--- config.mk ---
export PLATFORM = sky130hd
export DESIGN_NAME = gecko_load_align
export DESIGN_NICKNAME = d
export VERILOG_FILES = /design/src/rtl/gecko_load_align.sv
export SDC_FILE = /design/constraint.sdc
export NUM_CORES = 1
export LEC_CHECK = 0
export ABC_CLOCK_PERIOD_IN_PS = 7690
export CORE_ASPECT_RATIO = 1.2
export CORE_MARGIN = 5
export CORE_UTILIZATION = 56
export CTS_BUF_LIST = sky130_fd_sc_hd__clkbuf_8
export CTS_CLUSTER_SIZE = 8
export DETAILED_ROUTE_END_ITERATION = 8
export PLACE_DENSITY = 0.87
export SLEW_MARGIN = 20
export SYNTH_ARGS = -nofsm -noshare
export SYNTH_HDL_FRONTEND = slang
export SYNTH_SLANG_ARGS = --single-unit
--- constraint.sdc ---
create_clock -name clk -period 7.69 [get_ports clk]
set_clock_uncertainty 0.15 [all_clocks]
set_input_delay 1.538 -clock clk [delete_from_list [all_inputs] [get_ports clk]]
set_output_delay 1.538 -clock clk [all_outputs]
set_load 0.005 [all_outputs]
--- src/rtl/gecko_load_align.sv ---
// gecko_load_align: in-order load command queue that pairs memory data with commands and aligns it.
// Optional same-cycle queue bypass under GECKO_LOAD_ALIGN_BYPASS_EN.
package gecko_load_align_pkg;

  localparam logic [2:0] LS_B  = 3'b000;
  localparam logic [2:0] LS_H  = 3'b001;
  localparam logic [2:0] LS_W  = 3'b010;
  localparam logic [2:0] LS_BU = 3'b100;
  localparam logic [2:0] LS_HU = 3'b101;

  typedef struct packed {
    logic [4:0] addr;
    logic [2:0] reg_status;
    logic       jump_flag;
    logic [2:0] op;
    logic [1:0] offset;
  } gecko_mem_operation_t;

  typedef struct packed {
    logic [31:0] value;
    logic [4:0]  addr;
    logic [2:0]  reg_status;
    logic        jump_flag;
    logic        speculative;
  } gecko_operation_t;

  function automatic gecko_operation_t gecko_get_load_operation(
    input gecko_mem_operation_t c,
    input logic [31:0]          d
  );
    gecko_operation_t r;
    logic [31:0]      s;
    s = d >> {c.offset, 3'b000};
    r = '0;
    r.addr        = c.addr;
    r.reg_status  = c.reg_status;
    r.jump_flag   = c.jump_flag;
    r.speculative = 1'b0;
    case (c.op)
      LS_B:    r.value = {{24{s[7]}}, s[7:0]};
      LS_H:    r.value = {{16{s[15]}}, s[15:0]};
      LS_BU:   r.value = {24'h0, s[7:0]};
      LS_HU:   r.value = {16'h0, s[15:0]};
      default: r.value = d;
    endcase
    return r;
  endfunction

endpackage

module gecko_load_align
  import gecko_load_align_pkg::*;
#(
  parameter int DEPTH = 4
) (
  input  logic                     clk,
  input  logic                     rst,
  input  logic                     cmd_valid,
  output logic                     cmd_ready,
  input  logic [13:0]              cmd,
  input  logic                     mem_valid,
  output logic                     mem_ready,
  input  logic [31:0]              mem_data,
  output logic                     wb_valid,
  input  logic                     wb_ready,
  output logic [41:0]              wb_op,
  output logic [$clog2(DEPTH):0]   pending,
  output logic                     underflow
);

  localparam int AW = $clog2(DEPTH);
  localparam logic [AW:0] FULL_CNT = (AW+1)'(DEPTH);

  gecko_mem_operation_t q_mem [DEPTH];
  gecko_mem_operation_t cmd_in;
  gecko_mem_operation_t src;

  logic [AW-1:0] rd_ptr;
  logic [AW-1:0] wr_ptr;
  logic [AW:0]   count;
  logic          rdy_en;
  logic          out_v;
  logic          uflow;
  gecko_operation_t out_q;

  logic empty;
  logic full;
  logic out_free;
  logic cmd_fire;
  logic mem_fire;
  logic byp;
  logic push;
  logic pop;

  assign cmd_in   = gecko_mem_operation_t'(cmd);
  assign empty    = (count == '0);
  assign full     = (count == FULL_CNT);
  assign out_free = !out_v || wb_ready;
  assign cmd_ready = rdy_en && !full;
  assign cmd_fire = cmd_valid && cmd_ready;

`ifdef GECKO_LOAD_ALIGN_BYPASS_EN
  // An empty queue may still take data if the command arrives alongside it.
  assign mem_ready = (!empty || cmd_fire) && out_free;
  assign byp       = empty && cmd_fire && mem_valid && out_free;
`else
  assign mem_ready = !empty && out_free;
  assign byp       = 1'b0;
`endif

  assign mem_fire = mem_valid && mem_ready;
  assign pop      = mem_fire && !byp;
  assign push     = cmd_fire && !byp;
  assign src      = byp ? cmd_in : q_mem[rd_ptr];

  assign wb_valid  = out_v;
  assign wb_op     = out_q;
  assign pending   = count;
  assign underflow = uflow;

  always_ff @(posedge clk) begin
    if (push) q_mem[wr_ptr] <= cmd_in;
  end

  always_ff @(posedge clk or negedge rst) begin
    if (!rst) begin
      rd_ptr <= '0;
      wr_ptr <= '0;
      count  <= '0;
      rdy_en <= 1'b0;
      out_v  <= 1'b0;
      out_q  <= '0;
      uflow  <= 1'b0;
    end else begin
      rdy_en <= 1'b1;
      if (push) wr_ptr <= wr_ptr + 1'b1;
      if (pop)  rd_ptr <= rd_ptr + 1'b1;
      unique case ({push, pop})
        2'b10:   count <= count + 1'b1;
        2'b01:   count <= count - 1'b1;
        default: count <= count;
      endcase
      if (mem_fire) begin
        out_v <= 1'b1;
        out_q <= gecko_get_load_operation(src, mem_data);
      end else if (out_v && wb_ready) begin
        out_v <= 1'b0;
        out_q <= '0;
      end
      if (mem_valid && empty && !byp) uflow <= 1'b1;
    end
  end

endmodule

# Word level (Yosys, flattened, before mapping)
# Memory sizes are Yosys's and may differ from the RTL's.
# Cells that the tools add are included.
dict set report totals {
  reg_bits 52
  ram_bits 56
  inputBits 51
  out_inout_bits 49
  memories 1
}
# name words word_bits read_ports rd_ports_with_merged_regs wr line
set mem_list {}
lappend mem_list {q_mem 4 14 1 0 1 74} ;# gecko_mem_operation_t q_mem [DEPTH];
dict set report op_classes {
  addsub 4
  eq_ne 6
  shift 1
  muxes 8
  n_reduce_logical 14
}
# operator n
set ops {}
lappend ops {{32-bit one-hot mux with 4 select lines} 1}
lappend ops {{42-bit two-way mux} 2}
lappend ops {{32-bit by 5-bit right shift with 16-bit output} 1}
lappend ops {{3-bit == test, second input constant} 3}
lappend ops {{1-bit logical AND} 6}
lappend ops {{3-bit zero test} 2}
lappend ops {{3-bit one-hot mux with 2 select lines} 1}
lappend ops {{2-bit by 1-bit adder with 2-bit output, second input constant} 2}
lappend ops {{1-bit two-way mux} 4}
lappend ops {{2-bit nonzero test} 2}
lappend ops {{3-bit by 1-bit adder with 3-bit output, second input constant} 1}
lappend ops {{3-bit by 1-bit == test with 1-bit output, second input constant} 1}
lappend ops {{1-bit zero test} 3}
lappend ops {{3-bit by 1-bit subtractor with 3-bit output, second input constant} 1}
lappend ops {{2-bit by 1-bit == test with 1-bit output, second input constant} 1}
lappend ops {{2-bit == test, second input constant} 1}
lappend ops {{1-bit logical OR} 1}

# Longest topological paths before layout
dict set report depth {
  word_depth 6
  ltp_mapped 9
}

# Worst setup path before layout
# No wires, ideal clock.
dict set report synth_timing {
  kind {input port to output port}
  from {input port wb_ready}
  to {output port mem_ready}
  arrival_time_ns 1.843
  slack_ns 4.159
  cell_stages 2
  n_path_buf 0
  cell_sequence {nand2b_1 and2_1}
}
dict set report synth_via {
  elab_chain_cells 2
}
# element line
set synth_rtl {}
lappend synth_rtl {{start: declaration} 65} ;# input logic wb_ready,
lappend synth_rtl {{1-bit logical OR} 98} ;# assign out_free = !out_v || wb_ready;
lappend synth_rtl {{1-bit logical AND} 107} ;# assign mem_ready = !empty && out_free;
lappend synth_rtl {{end: declaration} 62} ;# output logic mem_ready,
# No other way between the ends.

# Worst setup path after layout
# Same ends and word-level chain as after synthesis.

==> out/metrics.cfg <==
[timing]
max_slew_margin=0.4348
tns_ns=0
finalCritPeriodShare=0.5872
max_freq_mhz=221.5
finalHoldViolCount=0
rsz0062_at_grt=false
worst-slew-pin-transition_ns=0.8427
report.final.slew_viol_count=0
min_period_ns=4.515
setup_violations=0

[route]
wl_um=10480
drc_errors=0
drtAntennaViolNets=0
drt-pass1-iter-count=5
vias=3085
via_per_inst=6.170
wl_per_cell_um=20.96
initialDrtViolationCount=197

[synthesis]
synth.cell_area_um2=4596
yosys_register_bits=107
synth_warnings=0
syn_area_per_cell_um2=14.97
async_flop_share=0.4766
synth-main-ff-cell=edfxtp_1
yosysSeqAreaShare=0.6436
synth_cells=307
yosysUniqueCellTypes=42
syn-num-nets=364
synth_enable_flop_cells=56

[clocking]
path_clk_slew_ns=0.11
clock_sinks=107
cts_root_buf=clkbuf_8
cts_buffers=9
ctsResizeCount=0
cts_setup_buffers=0
cts_tree=done
htreeDepth=3
clk_latency_ns=0.38
hold_buffers=0
ctsLongestPathBuffers=2

[floorplan]
initial_core_util=0.5700
core_um2=8063
die_w_um=92.70
die_h_um=109.2
ioPinCount=100
placementRows=36
die-area_um2=10130

[global_routing]
grt_pass1_vias=3055
grt_antenna_before_repair=0
grt_use_total=0.2127
grt_max_degree=52
grt_pass1_wl_um=16400
gr-total-overflow=0

[critical_path]
end_kind=output pin
critPathArrivalTime_ns=2.83
timing.rr.start=pending[0]$_DFFE_PN0P_
critical_path_class=input pin to output pin
crit_fanout=3
startpoint=wb_ready
cp.required_ns=6.00
critPathLaunchType=input pin

[hold_path]
min_from=wb_op[18]$_DFFE_PN0P_
hp-class=flip-flop to flip-flop

[finish]
multi_input_area_um2=1519
fin_nets=457
area_growth_pct=26.90
fillers=501
drive_above_1_share=0.1210
antenna_cells=0
layout.cells.non_filler=500
seqCellArea_um2=2958

[pwr]
p_leak_nw=2.247
peakVddDrop_uv=192.0
finalPower_mw=2.059
p_per_area_nw_per_um2=353.0

[place]
place_congestion=0.8021
place_hpwl_um=7223
port_buffers=98
placed_cells=484

[flow_run]
max_cap_viol_count=0

[status]
status=completed

==> final timing paths <==
check | endpoint | slack [ns] | depth (start not counted)
max in group asynchronous | wb_op[24]$_DFFE_PN0P_ | 5.82 | 2
setup / recovery | mem_ready | 3.17 | 4
hold / removal | wb_op[18]$_DFFE_PN0P_ | 0.35 | 2
hold reg to reg | wb_op[18]$_DFFE_PN0P_ | 0.35 | 2
min in group asynchronous | wb_op[33]$_DFFE_PN0P_ | 1.12 | 2
setup reg to reg | pending[2]$_DFFE_PN0P_ | 4.29 | 8
==> critical path, cell delays in order <==
cell and delay [ns]:
clkdlybuf4s50_1 0.48, nand2b_1 0.17, and2_1 0.14, clkdlybuf4s50_1 0.50
==> sequential cells by signal (all words and copies together), names as in the netlist <==
| register | cells |
|---|---|
| wb_valid | 1 |
| wb_op | 41 |
| rd_ptr | 2 |
| q_mem | 56 |
| underflow | 1 |
| rdy_en | 1 |
| pending | 3 |
| wr_ptr | 2 |
==> where the power goes <==
part / total [mW] / switching [mW] / internal (mW)
Sequential: 0.842 / 0.0976 / 0.745
Combinational: 0.865 / 0.404 / 0.461
Clock: 0.352 / 0.219 / 0.133
==> placed cells by master (no fill, tap or decap), types with 5 or more instances in the layout <==
| cell type | instances |
|---|---|
| o21ai_0 | 15 |
| nand2_1 | 26 |
| a22o_1 | 9 |
| inv_1 | 5 |
| nor2_1 | 6 |
| a221o_1 | 16 |
| xnor2_1 | 5 |
| mux4_2 | 13 |
| clkbuf_8 | 9 |
| o211ai_1 | 7 |
| clkdlybuf4s50_1 | 97 |
| mux2i_1 | 14 |
| ha_1 | 5 |
| dfrtp_1 | 51 |
| edfxtp_1 | 56 |
| mux2_2 | 9 |
| a32oi_1 | 7 |
==> cell families after synthesis <==
kind of cell             count (synthesis)  share of synthesized area
XOR/XNOR                                 6                    0.01143
other                                    2                   0.001634
multiplexers                            37                     0.1195
buffers and inverters                   26                    0.02722
adder cells (fa/ha/maj)                  6                    0.01797
AND/OR/NAND/NOR                         47                    0.04547
AO/OA/AOI/OAI                           76                     0.1331
flip-flops                             107                     0.6436
==> per-stage QoR <==
stage	utilization	setup WS [ns]	hold slack, ns	instance area [µm²]
after floorplan	-	4.159	0.3178	4596
after detailed placement	0.6972	3.089	0.3229	5622
final	0.7233	3.175	0.3488	5832
after CTS	0.7230	3.175	0.3471	5829
after global placement	0.6972	3.135	0.3169	5622
after global routing	0.7233	3.112	0.3711	5832
==> cell type report <==
type / count / share of cell area
tap: 95 / 0.02038
sequential: 107 / 0.5072
clock inverter: 7 / 0.01437
timing repair buffer: 102 / 0.1725
multi-input combinational: 174 / 0.2605
inverter: 6 / 0.003862
clock buffer: 9 / 0.02124
==> layer usage <==
| layer | share of wire | GRT usage |
|---|---|---|
| met5 | 0 | 0 |
| met4 | 0.016 | 0.06178 |
| met3 | 0.096 | 0.05314 |
| met2 | 0.49 | 0.3629 |
| met1 | 0.39 | 0.2721 |
==> synthesized netlist by cell type, types with 4 or more instances <==
library cell / n / area, µm²
nand2_1: 26 / 97.59
clkbuf_1: 14 / 52.55
dfrtp_1: 51 / 1276
o211ai_1: 7 / 52.55
a22o_1: 9 / 78.83
and3_1: 4 / 25.02
a221o_1: 16 / 160.2
ha_1: 5 / 62.56
mux2i_1: 14 / 140.1
o2bb2ai_1: 4 / 35.03
mux2_2: 9 / 101.4
a21oi_1: 5 / 25.02
edfxtp_1: 56 / 1682
inv_1: 5 / 18.77
a221oi_1: 4 / 35.03
nor2_1: 7 / 26.28
xnor2_1: 5 / 43.79
a32oi_1: 7 / 61.31
mux4_2: 13 / 292.8
o21ai_0: 15 / 75.07
Note: power is estimated with default switching activity, not from simulation.
